===== config.mk =====
export PLATFORM = sky130hd
export DESIGN_NAME = one_x_four_demux
export DESIGN_NICKNAME = d
export VERILOG_FILES = /design/src/rtl/one_x_four_demux.sv
export SDC_FILE = /design/constraint.sdc
export NUM_CORES = 1
export LEC_CHECK = 0
export ABC_AREA = 1
export BUFFER_PORTS_ARGS = -buffer_cell sky130_fd_sc_hd__buf_2
export CAP_MARGIN = 10
export CORE_UTILIZATION = 43
export CTS_CLUSTER_SIZE = 14
export DETAILED_ROUTE_END_ITERATION = 8
export PLACE_DENSITY = 0.72
export SLEW_MARGIN = 20
export SYNTH_ARGS = -nofsm -noshare
export SYNTH_HDL_FRONTEND = slang
export SYNTH_SLANG_ARGS = --single-unit

===== constraint.sdc =====
create_clock -name clk -period 1.5 [get_ports clk]
set_input_delay 0.075 -clock clk [delete_from_list [all_inputs] [get_ports clk]]
set_output_delay 0.075 -clock clk [all_outputs]
set_load 0.01 [all_outputs]

===== src/rtl/one_x_four_demux.sv =====
// Registered 1:4 demultiplexer: routes one byte per cycle to one of four lanes,
// each with its own one-entry output register and valid/ready handshake.
// Optional per-lane saturating write counters are enabled by defining DEMUX_STATS_EN.
module one_x_four_demux #(
    parameter int WIDTH = 8,
    parameter int CNT_W = 8
) (
    input  logic                 clk,
    input  logic                 rst,
    input  logic                 in_valid,
    input  logic [1:0]           in_sel,
    input  logic [WIDTH-1:0]     in_data,
    output logic                 in_ready,
    output logic [3:0]           out_valid,
    input  logic [3:0]           out_ready,
    output logic [4*WIDTH-1:0]   out_data,
    output logic [4*CNT_W-1:0]   stat_cnt
);

    logic [3:0] wr_en;

    // A full lane can still accept when its destination drains on the same edge.
    assign in_ready = ~out_valid[in_sel] | out_ready[in_sel];

    generate
        for (genvar gi = 0; gi < 4; gi++) begin : g_lane
            logic             valid_reg;
            logic [WIDTH-1:0] data_reg;

            assign wr_en[gi] = in_valid & in_ready & (in_sel == 2'(gi));

            always_ff @(posedge clk) begin
                if (rst) begin
                    valid_reg <= 1'b0;
                    data_reg  <= '0;
                end else if (wr_en[gi]) begin
                    valid_reg <= 1'b1;
                    data_reg  <= in_data;
                end else if (out_ready[gi]) begin
                    valid_reg <= 1'b0;
                end
            end

            assign out_valid[gi]                  = valid_reg;
            assign out_data[gi*WIDTH +: WIDTH]    = data_reg;

`ifdef DEMUX_STATS_EN
            logic [CNT_W-1:0] cnt_reg;

            // Saturates rather than wrapping so a long run never reads as a small count.
            always_ff @(posedge clk) begin
                if (rst) begin
                    cnt_reg <= '0;
                end else if (wr_en[gi] && (cnt_reg != {CNT_W{1'b1}})) begin
                    cnt_reg <= cnt_reg + 1'b1;
                end
            end

            assign stat_cnt[gi*CNT_W +: CNT_W] = cnt_reg;
`else
            assign stat_cnt[gi*CNT_W +: CNT_W] = '0;
`endif
        end
    endgenerate

endmodule

======== Word level (Yosys, flattened, before mapping) ========
Index checks and enable logic that the tools add are counted.
storage, ports and cells
  output and inout port bits .............. 69
  bits in read-only memories .............. 0
  bits in latches ......................... 0
  memories ................................ 0
  register bits after elaboration ......... 36
  RAM bits ................................ 0
  word-level logic and storage cells ...... 36
operators by class
  div/mod/pow operators ................... 0
  reduce and logical (&&, ||, !) cells .... 5
  add/sub/neg operators ................... 0
  $mul .................................... 0
  muxes and demuxes ....................... 12
  order comparisons ....................... 1
  equality and inequality tests ........... 3
  bitwise operators ....................... 7
  shifts and indexed selects .............. 0
operators by type and width
  kind                                                                           count
  1-bit 2-to-1 mux                                                               10
  2-bit nonzero test                                                             4
  1-bit bitwise AND                                                              5
  1-bit binary-select mux with 2-bit select                                      2
  2-bit == test (second input constant)                                          2
  2-bit by 3-bit less-than comparator with 1-bit output (second input constant)  1
  2-bit by 1-bit == test with 1-bit output (second input constant)               1
  2-bit logical NOT                                                              1
  1-bit NOT                                                                      1
  1-bit bitwise OR                                                               1

======== Logic depth before layout (Yosys ltp) ========
  depth in word-level cells ............... 7
  depth in mapped cells ................... 11
  depth with buffers taken out ............ 10

======== Least setup slack after synthesis ========
OpenSTA, ideal clock, no wires.
  path kind ............................... in2reg
  start ................................... in in_sel[1]
  end ..................................... reg g_lane[2].data_reg[0]
  arrival ................................. 0.986 ns
  required time ........................... 1.390 ns
  library setup time ...................... 0.110 ns
  cell stages on the path ................. 10
  setup slack ............................. 0.405 ns
  path buffers ............................ 2
  cell sequence ........................... buf_4 -> nor2_8 -> nand2_4 -> nand2_4 -> nor2_8 -> nand2_8 -> buf_6 -> nand4_1 -> nand2_1 -> nor2_1
between the ends
  word-level cells in the longest chain between the ends .. 6
  elaborated cells between the ends (all ways) .. 9
RTL lines
  element                                    RTL line  source
  from (decl)                                11        input logic [1:0] in_sel,
  1-bit binary-select mux with 2-bit select  23        assign in_ready = ~out_valid[in_sel] | out_ready[in_sel];
  1-bit 2-to-1 mux (implied by the code)     23
  1-bit NOT                                  23
  1-bit bitwise OR *                         23
  net in_ready                               13        output logic in_ready,
  1-bit bitwise AND * (2 in a row)           30        assign wr_en[gi] = in_valid & in_ready & (in_sel == 2'(gi));
  to (signal assigned)                       38        data_reg <= in_data;
  to (decl)                                  28        logic [WIDTH-1:0] data_reg;
Mark *: on every way through the listed nets, which the timed path passes. The rest lies on a longest branch. The select of a mux whose other input is x is not followed.
A chain may end at the register's enable or synchronous reset.

======== Final worst setup path ========
  start ................................... reg g_lane[3].valid_reg
  end ..................................... out in_ready
between the ends
  word-level cells in the longest chain between the ends .. 4
RTL lines
  element                                    RTL line  source
  from (decl)                                27        logic valid_reg;
  from (signal assigned)                     34        valid_reg <= 1'b0;
  from (signal assigned)                     37        valid_reg <= 1'b1;
  from (signal assigned)                     40        valid_reg <= 1'b0;
  1-bit binary-select mux with 2-bit select  23
  1-bit 2-to-1 mux (implied by the code)     23
  1-bit NOT                                  23
  1-bit bitwise OR                           23
  to (decl)                                  13
Every way passes these cells. The select of a mux whose other input is x is not followed.

==> results.yml <==
floorplan:
  die_height_um: 73.7
  initial_core_util_pct: 45.7
  placement_rows: 25
  io_pins: 86
  core_mm2: 0.00485
  die_area_mm2: 0.00544
  die_w_um: 73.7
drt:
  drt_iter0_markers: 80
  drt_drc_violations_left: 0
  route.vias.total: 1860
  vias_per_cell: 4.22
  postRouteAntennaNets: 0
  wl_per_cell_um: 10.1
  drt_wl_total_um: 4440
  drt_first_pass_iters: 4
critical_path:
  arrival_ns: 1.32
  required_ns: 1.42
  worst-path-max-fanout: 19
  cp-start-kind: "register"
  end_kind: "output pin"
  path_class: "register to output pin"
  r2r_start: "g_lane[0].valid_reg$_SDFFE_PP0P_"
  crit_start: "g_lane[3].valid_reg$_SDFFE_PP0P_"
clocking:
  cts_max_level: 2
  cts_tree: "yes"
  clk_path_buf_depth: 2
  path_clk_slew_ns: 0.07
  cts_resized: 0
  cts_hold_buf: 0
  insertion_delay_ns: 0.29
  cts_buffers: 5
  cts_setup_buffers: 0
  cts.sinks: 36
  cts_root_buffer: "clkbuf_8"
sta:
  grt_setup_unrepaired: "false"
  fin_skew_ns: 0.00505
  fmax_mhz: 718
  hold_viol: 0
  fin_crit_ns: 1.39
  finalSetupViolCount: 0
  timing.hold.ws_ns: 0.0190
  setup_tns_ns: 0
  slew_viol_final: 0
  fin_crit_sh_pct: 92.9
synthesis:
  yosys_warnings: 0
  synth_cell_types: 21
  synth_top_area_share_pct: 32.6
  ys_ff_latch: 36
  synth_area_leaders: "dfxtp_1 (33%), inv_1 (13%), nand2_1 (13%), buf_4 (13%), nand4_1 (9.0%)"
  syn-mean-instance-area_um2: 6.79
  synth_area_mm2: 0.00221
  synth_area_leader_cell: "dfxtp_1"
  ys_seq_area_share_pct: 32.6
  netlist_instances: 326
finish:
  post-route-util_pct: 50.8
  multi_input_area_um2: 963
  largest_reg_flops: 32
  layout-drive-gt1-share_pct: 21.7
  mostFrequentLayoutCells: "nand2_1 (77), inv_1 (77), buf_2 (53), dfxtp_1 (36)"
  diodes: 0
  regArea_um2: 721
  final_nets: 390
  syn2layout_area_growth_pct: 11.2
  fin_area_mm2: 0.00246
  fillers: 501
worst_hold_path:
  worstHoldPathType: "input pin to register"
  holdCritStartpoint: "rst"
global_route:
  grt_pass1_wl_um: 6870
  grt_max_degree: 38
  grt_pass1_vias: 1538
  antenna_found_initial: 0
  grt_overflow_total: 0
  track_usage_pct: 17.2
placement:
  io_buffers: 53
  gp_congestion: 0.805
  dp_hpwl_um: 3250
  placed_area_mm2: 0.00236
pwr:
  p_total_mw: 2.17
  leakage_nw: 1.42
  power.density_mw_per_mm2: 881
  ir_drop_mv: 0.407
flow_run:
  maxCapViolCount: 0
run_status:
  outcome: "completed"
final cells by class:
class	count	area share, %
Clock buffer	8	3.66
Inverter	80	12.3
Multi-Input combinational cell	194	39.1
Sequential cell	36	29.3
Tap cell	67	3.41
Timing Repair Buffer	56	12.2
worst max-delay path, cell delays in order, from the launching register on:
cell	delay, ns
dfxtp_1	0.35
nand2_1	0.06
nand2_1	0.07
nand2_1	0.06
nand2_2	0.16
nand2_8	0.15
buf_2	0.18
kinds of logic after synthesis:
logic type / Yosys count / share of synthesized area (%)
other cells: 1 / 0.169
simple gates: 157 / 36.7
compound gates: 4 / 0.905
buf+inv: 128 / 29.7
flops: 36 / 32.6
path summary, 6_finish.rpt:
kind                                                           end  slack [ns]  cells past startpoint
worst min register to register    g_lane[3].valid_reg$_SDFFE_PP0P_        0.48                      2
worst min-delay path              g_lane[3].valid_reg$_SDFFE_PP0P_        0.02                      2
worst max-delay path                                      in_ready        0.11                      6
worst max register to register  g_lane[3].data_reg[5]$_SDFFE_PP0P_        0.24                      9
per-layer routing:
| metal | global-route usage [%] | share of wire, % | vias to the layer above |
|---|---|---|---|
| met3 | 4.53 | 6.2 | 5 |
| met2 | 27.1 | 46 | 75 |
| li1 | - | - | 996 |
| met4 | 8.97 | 1.4 | 0 |
| met5 | 0 | 0 | - |
| met1 | 21.3 | 47 | 784 |
synthesized netlist by cell type, drive strengths merged:
| library cell | number |
|---|---|
| conb | 1 |
| a21oi | 4 |
| nand4 | 32 |
| nor2 | 36 |
| buf | 48 |
| inv | 80 |
| dfxtp | 36 |
| nand3 | 7 |
| nand2 | 82 |
stage by stage:
step	instances	setup slack (ns)
after floorplan	357	0.405
after global placement	432	0.170
after detailed placement	432	0.131
after CTS	440	0.0712
after global routing	441	0.00115
final	441	0.107
power breakdown:
| group | leakage (nW) | switching [mW] | internal (mW) | total [mW] |
|---|---|---|---|---|
| Sequential | 0.294 | 0.0246 | 1.01 | 1.03 |
| Combinational | 1.08 | 0.287 | 0.144 | 0.430 |
| Clock | 0.0455 | 0.331 | 0.374 | 0.705 |
| Total | 1.42 | 0.642 | 1.53 | 2.17 |
No activity file was read; power rests on OpenSTA's default activity.
